### config.mk
export PLATFORM = sky130hd
export DESIGN_NAME = ls_arbiter
export DESIGN_NICKNAME = d
export VERILOG_FILES = /design/src/rtl/ls_arbiter.sv
export SDC_FILE = /design/constraint.sdc
export NUM_CORES = 1
export LEC_CHECK = 0
export ABC_AREA = 1
export CORE_AREA = 5 5 356 358
export CTS_CLUSTER_SIZE = 30
export DETAILED_ROUTE_END_ITERATION = 12
export DIE_AREA = 0 0 361 363
export GPL_ROUTABILITY_DRIVEN = 0
export PLACE_DENSITY = 0.3
export SLEW_MARGIN = 20
export SYNTH_ARGS = -nofsm -noshare
export SYNTH_HDL_FRONTEND = slang
export SYNTH_SLANG_ARGS = --single-unit
### constraint.sdc
create_clock -name clk -period 18.6 [get_ports clk]
set_input_delay 1.86 -clock clk [delete_from_list [all_inputs] [get_ports clk]]
set_output_delay 1.86 -clock clk [all_outputs]
set_load 0.005 [all_outputs]
### src/rtl/ls_arbiter.sv
// ls_arbiter: NUM_CH requesters sharing one single-port local-store memory, with a tagged read-return pipe.
// Round-robin by default; define ARB_FIXED_PRIO_EN for lowest-index-wins priority.
module ls_arbiter #(
    parameter int NUM_CH   = 3,
    parameter int ADDR_W   = 32,
    parameter int DATA_W   = 128,
    parameter int MEM_LAT  = 2,
    parameter int MAX_LOCK = 16
) (
    input  logic                     clk,
    input  logic                     rst,
    input  logic [NUM_CH-1:0]        req_i,
    input  logic [NUM_CH-1:0]        we_i,
    input  logic [NUM_CH-1:0]        lock_i,
    input  logic [NUM_CH*ADDR_W-1:0] addr_i,
    input  logic [NUM_CH*DATA_W-1:0] wdata_i,
    output logic [NUM_CH-1:0]        gnt_o,
    output logic [NUM_CH-1:0]        rvalid_o,
    output logic [DATA_W-1:0]        rdata_o,
    output logic                     mem_en_o,
    output logic                     mem_we_o,
    output logic [ADDR_W-1:0]        mem_addr_o,
    output logic [DATA_W-1:0]        mem_wdata_o,
    input  logic [DATA_W-1:0]        mem_rdata_i
);
    // state  | meaning
    // IDLE   | open arbitration among all requesters
    // LOCKED | only the channel in lock_oh may be granted
    localparam int CH_W  = (NUM_CH > 1) ? $clog2(NUM_CH) : 1;
    localparam int CNT_W = $clog2(MAX_LOCK + 1);

    typedef enum logic {IDLE, LOCKED} state_t;

    state_t              state;
    logic [NUM_CH-1:0]   lock_oh;
    logic [CNT_W-1:0]    lock_cnt;
`ifdef ARB_FIXED_PRIO_EN
    logic [NUM_CH-1:0]   excl_oh;
`else
    logic [CH_W-1:0]     rr_ptr;
`endif

    logic [NUM_CH-1:0]   gnt;
    logic                found;
    logic                gnt_any;
    logic                gnt_we;
    logic                gnt_lock;
    logic [CH_W-1:0]     gnt_idx;
    logic [ADDR_W-1:0]   gnt_addr;
    logic [DATA_W-1:0]   gnt_wdata;

    logic                mem_rd_vld;
    logic [CH_W-1:0]     mem_rd_id;
    logic [MEM_LAT-1:0]  tag_vld;
    logic [CH_W-1:0]     tag_id [MEM_LAT];

    always_comb begin
        gnt   = '0;
        found = 1'b0;
        if (state == LOCKED) begin
            gnt = req_i & lock_oh;
        end else begin
`ifdef ARB_FIXED_PRIO_EN
            for (int c = 0; c < NUM_CH; c++) begin
                if (!found && req_i[c] && !excl_oh[c]) begin
                    gnt[c] = 1'b1;
                    found  = 1'b1;
                end
            end
`else
            // walk offsets from rr_ptr; first requester at the smallest offset wins
            for (int i = 0; i < NUM_CH; i++) begin
                for (int c = 0; c < NUM_CH; c++) begin
                    if (!found && req_i[c] && c == (int'(rr_ptr) + i) % NUM_CH) begin
                        gnt[c] = 1'b1;
                        found  = 1'b1;
                    end
                end
            end
`endif
        end
        if (rst) gnt = '0;
    end

    always_comb begin
        gnt_idx   = '0;
        gnt_we    = 1'b0;
        gnt_lock  = 1'b0;
        gnt_addr  = '0;
        gnt_wdata = '0;
        for (int c = 0; c < NUM_CH; c++) begin
            if (gnt[c]) begin
                gnt_idx   = CH_W'(c);
                gnt_we    = we_i[c];
                gnt_lock  = lock_i[c];
                gnt_addr  = addr_i[c*ADDR_W +: ADDR_W];
                gnt_wdata = wdata_i[c*DATA_W +: DATA_W];
            end
        end
    end

    assign gnt_any = |gnt;
    assign gnt_o   = gnt;

    always_ff @(posedge clk or posedge rst) begin
        if (rst) begin
            state       <= IDLE;
            lock_oh     <= '0;
            lock_cnt    <= '0;
`ifdef ARB_FIXED_PRIO_EN
            excl_oh     <= '0;
`else
            rr_ptr      <= '0;
`endif
            mem_en_o    <= 1'b0;
            mem_we_o    <= 1'b0;
            mem_addr_o  <= '0;
            mem_wdata_o <= '0;
            mem_rd_vld  <= 1'b0;
            mem_rd_id   <= '0;
        end else begin
            mem_en_o   <= gnt_any;
            mem_we_o   <= gnt_any & gnt_we;
            mem_rd_vld <= gnt_any & ~gnt_we;
            if (gnt_any) begin
                mem_addr_o  <= gnt_addr;
                mem_wdata_o <= gnt_wdata;
                mem_rd_id   <= gnt_idx;
`ifndef ARB_FIXED_PRIO_EN
                rr_ptr      <= (gnt_idx == CH_W'(NUM_CH - 1)) ? '0 : gnt_idx + 1'b1;
`endif
            end
`ifdef ARB_FIXED_PRIO_EN
            excl_oh <= '0;
`endif
            case (state)
                IDLE: begin
                    if (gnt_any && gnt_lock) begin
                        if (MAX_LOCK > 1) begin
                            state    <= LOCKED;
                            lock_oh  <= gnt;
                            lock_cnt <= CNT_W'(1);
                        end
`ifdef ARB_FIXED_PRIO_EN
                        else excl_oh <= gnt;
`endif
                    end
                end
                LOCKED: begin
                    if (!gnt_any || !gnt_lock) begin
                        state    <= IDLE;
                        lock_cnt <= '0;
                    end else if (int'(lock_cnt) + 1 >= MAX_LOCK) begin
                        // forced release: the holder steps aside for one arbitration
                        state    <= IDLE;
                        lock_cnt <= '0;
`ifdef ARB_FIXED_PRIO_EN
                        excl_oh  <= lock_oh;
`endif
                    end else begin
                        lock_cnt <= lock_cnt + 1'b1;
                    end
                end
                default: state <= IDLE;
            endcase
        end
    end

    always_ff @(posedge clk or posedge rst) begin
        if (rst) begin
            tag_vld <= '0;
            for (int k = 0; k < MEM_LAT; k++) tag_id[k] <= '0;
        end else begin
            tag_vld[0] <= mem_rd_vld;
            tag_id[0]  <= mem_rd_id;
            for (int k = 1; k < MEM_LAT; k++) begin
                tag_vld[k] <= tag_vld[k-1];
                tag_id[k]  <= tag_id[k-1];
            end
        end
    end

    always_comb begin
        rvalid_o = '0;
        for (int c = 0; c < NUM_CH; c++) begin
            if (tag_vld[MEM_LAT-1] && tag_id[MEM_LAT-1] == CH_W'(c)) rvalid_o[c] = 1'b1;
        end
    end

    assign rdata_o = mem_rdata_i;

endmodule

# Yosys cells after proc, flatten, opt, wreduce, memory -nomap -nowiden
# Cells that the tools add are included.
# word_totals
ff_bits	182
latch_bits	0
ram_bits	0
mem_bits_ro	0
in_bits	619
out_inout_bits	296
word_cells	127
n_memories	0
# op_classes
add_sub_neg	5
mul	0
div	3
order_cmp	1
n_eq_ne	10
n_shift	0
muxes	52
bitwise	5
reduce_logical	38
# op_table
operator	count
$mux W128	3
$eq A2 B32 Y1 const A	3
$eq A3 B32 Y1 const A	3
$logic_not A32 Y1	3
$mux W32	3
$mod A32 B3 Y32 const B	2
$mux W1	37
$mod A3 B3 Y32 const B	1
$logic_and A1 B1 Y1	21
$mux W5	3
$logic_not A1 Y1	10
$pmux W5 S2	1
$add A5 B1 Y6 const B	1
$ge A6 B5 Y1 const B	1
$mux W3	2
$add A5 B1 Y5 const B	1
$eq A2 B2 Y1 const B	2
$mux W2	2
$add A2 B1 Y3 const B	1
$add A2 B2 Y3 const B	1
$and A3 B3 Y3	1
$reduce_or A3 Y1	1
$add A2 B1 Y2 const B	1
$and A1 B1 Y1	2
7 further kinds	8

# Logic depth before layout (Yosys ltp)
# Gate-level depths: netlist (run 1).
# depth
word_depth	53
depth_mapped	17
mapped_depth_nobuf	16

# Worst setup path before layout (run 1)
# No wires, ideal clock.
# synth_timing
path_kind	input to output
from	in rst
to	out gnt_o[2]
arrival_ns	6.682
required_ns	16.740
path_slack_ns	10.058
path_stages	6
n_path_buf	3
cell_sequence	inv_1 nand2_1 nor2_2 buf_2 buf_2 buf_4
# synth_via
elab_chain_len	1
# synth_lines
item	line	source
start: declaration	11	input logic rst,
$mux W3	82	if (rst) gnt = '0;
end: declaration	17	output logic [NUM_CH-1:0] gnt_o,
# Every way passes these cells.

# Worst setup path after layout (run 1)
# layout_timing
from	in req_i[2]
to	out gnt_o[2]
# layout_via
elab_chain_len	35
word_cells_on_any_way	38
cone_classes	mux: 17; bitwise: 1; reduce/logical: 20
# layout_lines
item	line	source
start: declaration	12	input logic [NUM_CH-1:0] req_i,
$logic_and A1 B1 Y1 (2 in a row)	74	if (!found && req_i[c] && c == (int'(rr_ptr) + i) % NUM_CH) begin
$mux W1	74	
$mux W1	60	if (state == LOCKED) begin
$logic_not A1 Y1	74	
$logic_and A1 B1 Y1 (2 in a row)	74	
$mux W1	74	
$mux W1	60	
$logic_not A1 Y1	74	
(+15 left out)	--	
$logic_and A1 B1 Y1 (2 in a row)	74	
$mux W1	74	
$mux W1	60	
$logic_not A1 Y1	74	
$logic_and A1 B1 Y1 (2 in a row)	74	
$mux W1	74	
$mux W3 *	60	
$mux W3 *	82	
# Every way passes the cells marked *; elsewhere a longest branch is shown, timed or not. The select of a mux whose other input is x is not followed.

==> out/metrics.csv, run 1 <==
metric,value,unit
status,finished clean,
synthTopCellsByArea,"dfrtp_1, nand2_1, nand3_1, buf_4, buf_2",
dr.pass1.iters,5,
maxSlewHeadroom,0.361,
clk_pin_slew,100,ps
synthesis.area,0.0113,mm^2
dieHeight,363,um
synth_top_area_frac,0.401,
worstMarginPinSlew,958,ps
synth-xor-area-share,0.00155,
cts-root-buf,clkbuf_16,
finalHoldViolCount,0,
grt_max_degree,108,
crit_arrival,4520,ps
yosys.area_share.adder,0.00332,
cts_sinks,181,
synth_mux_area_frac,0,
yosysSeqAreaShare,0.401,
worstSetupPathType,in -> out,
synth_top_family_by_area,simple AND/OR/NAND/NOR gates,
drive_gt1_frac,0.0291,
fillers,14200,
ios,915,
grt_pass1_wl,106000,um
synth-simple-area-share,0.440,
die_x,361,um
cap_violations,0,
post-cts-setup-buffers,0,
ctsLongestPathBuffers,2,
clk_latency,510,ps
wl,76300,um
ys_seq_elements,181,
grt_usage,0.113,
fin_total_pwr,2.71,mW
core,0.123,mm^2
fmax,157,MHz
synth_top_cells_by_count,"nand2_1, nand3_1, dfrtp_1",
row_count,129,
tritoncts,built,
hpwlAfterDp,58600,um
min_path_type,reg -> reg,
antenna_found_initial,19,
yosysWarnings,0,
worst-path-max-fanout,29,
synth.distinct_cells,25,
syn_nets,2281,
synth_top_cell_by_area,dfrtp_1,
hold_buffers,0,
finalCriticalPeriod,6380,ps
crit_required,16740,ps
vdd_drop_max,0.111,mV
cts_buffers,17,
num-nets-final,2741,
synth_edf_count,0,
async_flop_share,1.00,
via_per_inst,3.36,
utilization,0.156,
synth_compound_area_frac,0.00620,
avgSynthCellArea,6.81,um^2
syn_to_final_growth,69.7,%
critPathCaptureType,output pin,
fin_skew,23.9,ps
initial_core_util,0.0918,
antenna_left,0,
rsz0062_at_grt,false,
setup_tns,0,ps
via_count,12700,
placement.io_buffers,658,
cts_resized,0,
grt_pass1_vias,13600,
cp-start-kind,input port,
fp.dieArea,0.131,mm^2
finalSetupViolations,0,
wl_per_cell,20.3,um
period_share,0.343,
synth_cells,1659,
drcViolationCount,0,
ys.flop_type,dfrtp_1,
powerDensity,142,mW/mm^2
cts_max_level,4,
drv_slew,0,
grt_overflow,0,
drt_iter0_markers,540,
leakagePower,8.22,nW
synth_most_common_cell,nand2_1,
## final cells by class
type	count	area, um^2	area share
repair buffers	678	6750	0.352
multi-input cells	1216	5120	0.267
flip-flops and latches	181	4530	0.236
well taps	1637	2050	0.107
clock buffers	17	425	0.0222
clock inverters	15	185	0.00966
inverters	25	111	0.00581
diodes	1	2.50	0.000131
## critical path, cell delays in order
cell,delay [ps]
clkdlybuf4s50_1,650
nor2_1,120
inv_2,70
nor2_1,60
nor2_2,150
nand3_1,80
nand3_1,110
nand2_1,100
nor2_4,650
clkdlybuf4s50_1,650
## per-layer routing
metal  global-route usage  vias up  part of all wire
met5                    0        -            0.0016
met4               0.0291       22             0.023
met3               0.0509      138             0.092
met2                0.197      512              0.50
met1                0.124     5925              0.39
li1                     -     6063                 -
## cell usage in the layout (no fill, tap or decap)
master           Yosys  routed
a21boi_1             1       1
a21oi_1              6       6
a31oi_1              2       2
buf_12               0       1
buf_4              139      19
bufinv_16            0       2
clkbuf_16            0      17
clkdlybuf4s50_1      0     658
clkinv_2             0       2
clkinv_4             0       1
clkinv_8             0       2
clkinvlp_4           0       1
dfrtp_1            181     181
diode_2              0       1
ha_1                 3       3
inv_1               21      20
inv_2                4       2
inv_6                0       7
inv_8                0       3
nand2_1            833     833
nand2_2              1       1
nand3_1            332     332
nand3_4              0       1
nand3b_1             2       2
nand4_1             13      13
nor2_1              11      11
nor2_2               3       1
nor2_4               0       2
nor3_1               1       1
nor3b_1              1       1
o21ai_0              3       3
o21ai_1              1       1
xor2_1               2       2
## report_power, final
part / leakage (nW) / switching, mW / internal (mW)
Sequential: 2.25 / 0.120 / 0.592
Combinational: 5.68 / 0.930 / 0.652
Clock: 0.298 / 0.216 / 0.205
## registers in the layout, summed over array words and instances (netlist names), 2 cells and up
register     cells
mem_wdata_o    128
mem_addr_o      32
lock_cnt         5
tag_id           4
lock_oh          3
mem_rd_id        2
tag_vld          2
## path summary, 6_finish.rpt
| kind | start | to | slack [ps] | depth (start not counted) |
|---|---|---|---|---|
| worst max-delay path | req_i[2] | gnt_o[2] | 12220 | 10 |
| worst min-delay path | mem_rd_vld | tag_vld[0] | 340 | 0 |
| worst max register to register | mem_rd_id[0] | mem_wdata_o[91] | 14330 | 15 |
| worst min register to register | mem_rd_vld | tag_vld[0] | 340 | 0 |
| max in group asynchronous | rst | mem_wdata_o[106] | 14600 | 5 |
| min in group asynchronous | rst | lock_oh[1] | 1740 | 2 |
## per-stage QoR
step | area (um^2) | worst slack, ps | hold slack, ps | instances
2_1_floorplan | 11300 | 10060 | 331 | 1659
3_5_place_dp | 18600 | 12140 | 338 | 3737
3_3_place_gp | 18600 | 12120 | 333 | 3737
5_1_grt | 19200 | 11950 | 352 | 3769
6_report | 19200 | 12220 | 336 | 3770
4_1_cts | 19200 | 12130 | 339 | 3769
## kinds of logic (layout without fill, tap and decap cells)
kind of cell / count (synthesis) / count (layout)
and+or+nand+nor: 1198 / 1198
xor gates and xnor gates: 2 / 2
DFF: 181 / 181
other: 0 / 1
AOI/OAI and AO/OA: 13 / 13
adders and majority gates: 3 / 3
buffers and inverters: 262 / 735
No activity file was read; power rests on OpenSTA's default activity.
==> inputs of run 2 (changes only) <==
Settings changed: CORE_AREA 5 5 356 358 to 5 5 357 359, DIE_AREA 0 0 361 363 to 0 0 362 364.
Clock period 18.6 ns to 5.3 ns, I/O delays scaled along.
==> run 2 against run 1 <==
Register-to-register slack worse by 12000 ps. Non-clock buffer count is 2 lower. Via count is 0.24% lower. Sequential power grew to 3.5 times the previous value. Wire length is 1.5% lower. Worst setup slack worse by 11000 ps. Sequential cell count stayed put. Critical path type is now reg -> out. Critical endpoint is now gnt_o[0]. Largest cell class unchanged.
==> out/metrics.csv, run 2 (synthesis gave the netlist of run 1 again) <==
metric,value,unit,change
largest_reg_flops,128,,unchanged
via_count,12600,,was 12700
grt_usage,0.110,,was 0.113
wl_per_cell,19.9,um,was 20.3 um
rsz0062_at_grt,false,,unchanged
drt_iter0_markers,494,,was 540
wl,75200,um,was 76300 um
powerDensity,494,mW/mm^2,was 142 mW/mm^2
clk_latency,540,ps,was 510 ps
critPathCaptureType,output pin,,unchanged
vdd_drop_max,0.312,mV,was 0.111 mV
worstReg2RegStart,mem_rd_id[0],,unchanged
finalCriticalPeriod,3710,ps,
num-nets-final,2739,,was 2741
ios,915,,unchanged
fin_total_pwr,9.52,mW,was 2.71 mW
grt_pass1_vias,13600,,about the same
drv_slew,0,,unchanged
antenna_left,0,,unchanged
leakagePower,8.23,nW,was 8.22 nW
hold-worst-slack,352,ps,was 336 ps
die_x,362,um,was 361 um
cts_sinks,181,,unchanged
hpwlAfterDp,57600,um,was 58600 um
worstMarginPinSlew,859,ps,was 958 ps
finalSetupViolations,0,,unchanged
crit_arrival,3180,ps,was 4520 ps
fin_area,0.0193,mm^2,was 0.0192 mm^2
layout_commonest_cell,nand2_1,,unchanged
tritoncts,built,,unchanged
drcViolationCount,0,,unchanged
cts-root-buf,clkbuf_16,,unchanged
clk_pin_slew,80,ps,was 100 ps
syn_to_final_growth,70.5,%,was 69.7%
post-cts-setup-buffers,0,,unchanged
cp-start-kind,register,,was input port
drive_gt1_frac,0.0272,,was 0.0291
routed.top_layer,met5,,unchanged
worstRegToRegCells,16,,was 15
core,0.123,mm^2,about the same
cts_max_level,4,,unchanged
layout_common_cells,"nand2_1, clkdlybuf4s50_1, nand3_1",,unchanged
grt_overflow,0,,unchanged
grt_pass1_wl,104000,um,was 106000 um
wl_met1,29300,um,was 29600 um
stdcell_count,3773,,was 3770
dr.pass1.iters,7,,was 5
fp.dieArea,0.132,mm^2,was 0.131 mm^2
placement.io_buffers,658,,unchanged
initial_core_util,0.0915,,was 0.0918
grt_max_degree,99,,was 108
via_per_inst,3.35,,was 3.36
fin_skew,14.9,ps,was 23.9 ps
met2WireLength,35100,um,was 37800 um
dieHeight,364,um,was 363 um
antenna_found_initial,14,,was 19
r2r_slack,2140,ps,was 14330 ps
cts_buffers,17,,unchanged
cts_resized,0,,unchanged
hold_buffers,0,,unchanged
fmax,270,MHz,
ctsLongestPathBuffers,2,,unchanged
status,finished clean,,unchanged
reg_top3,"mem_wdata_o: 128 flops, mem_addr_o: 32 flops, lock_cnt: 5 flops",,unchanged
cap_violations,0,,unchanged
dp.cells,3735,,was 3737
period_share,0.699,,
regMostFlops,mem_wdata_o,,unchanged
crit_required,4770,ps,was 16740 ps
wl_met3,7640,um,was 7000 um
maxSlewHeadroom,0.427,,was 0.361
min_path_type,in -> async,,was reg -> reg
row_count,129,,unchanged
finalHoldViolCount,0,,unchanged
worst-path-max-fanout,41,,was 29
place_area,0.0187,mm^2,was 0.0186 mm^2
setup_tns,0,ps,unchanged
r2r-end,lock_cnt[4],,was mem_wdata_o[91]
fillers,14300,,was 14200
worstSetupPathType,reg -> out,,was in -> out
run 2: worst max path at each step:
stage	from	to	depth (start not counted)
6_report	mem_rd_id[0]	gnt_o[0]	9
5_1_grt	mem_rd_id[0]	gnt_o[0]	9
4_1_cts	mem_rd_id[0]	gnt_o[0]	9
3_5_place_dp	req_i[2]	lock_cnt[4]	16
3_3_place_gp	req_i[2]	lock_cnt[4]	16
2_1_floorplan	rst	gnt_o[0]	5
run 2: layout make-up:
class / instances / area [um^2] / share of cell area
timing repair buffer: 676 / 6870 / 0.357
multi-input combinational: 1216 / 5120 / 0.266
sequential: 181 / 4530 / 0.235
tap: 1637 / 2050 / 0.106
clock buffer: 20 / 447 / 0.0232
clock inverter: 12 / 128 / 0.00663
inverter: 25 / 108 / 0.00559
antenna: 6 / 15.0 / 0.000779
run 2: metal layers:
layer	up-vias	track usage
li1	6054	-
met2	548	0.180
met4	8	0.0507
met1	5888	0.121
met5	-	0
met3	132	0.0528
run 2: stage by stage:
stage	utilization	setup WS, ps
floorplan	-	693
global placement	0.151	1740
detailed placement	0.151	1730
CTS	0.156	1480
global route	0.156	1310
finish	0.156	1590
run 2: where the power goes:
| group | total (mW) | internal (mW) | switching, mW | leakage, nW |
|---|---|---|---|---|
| clock | 1.41 | 0.705 | 0.705 | 0.273 |
| sequential | 2.47 | 2.08 | 0.394 | 2.25 |
| combinational | 5.64 | 2.37 | 3.27 | 5.71 |
| total | 9.52 | 5.15 | 4.37 | 8.23 |
run 2: critical path: stages, from the launching register on:
cell,delay (ps)
dfrtp_1,460
ha_1,350
nand2_1,150
nand2_1,100
a21oi_1,190
nand4_1,110
nand2_1,90
nand3_1,160
inv_6,430
clkdlybuf4s50_1,600
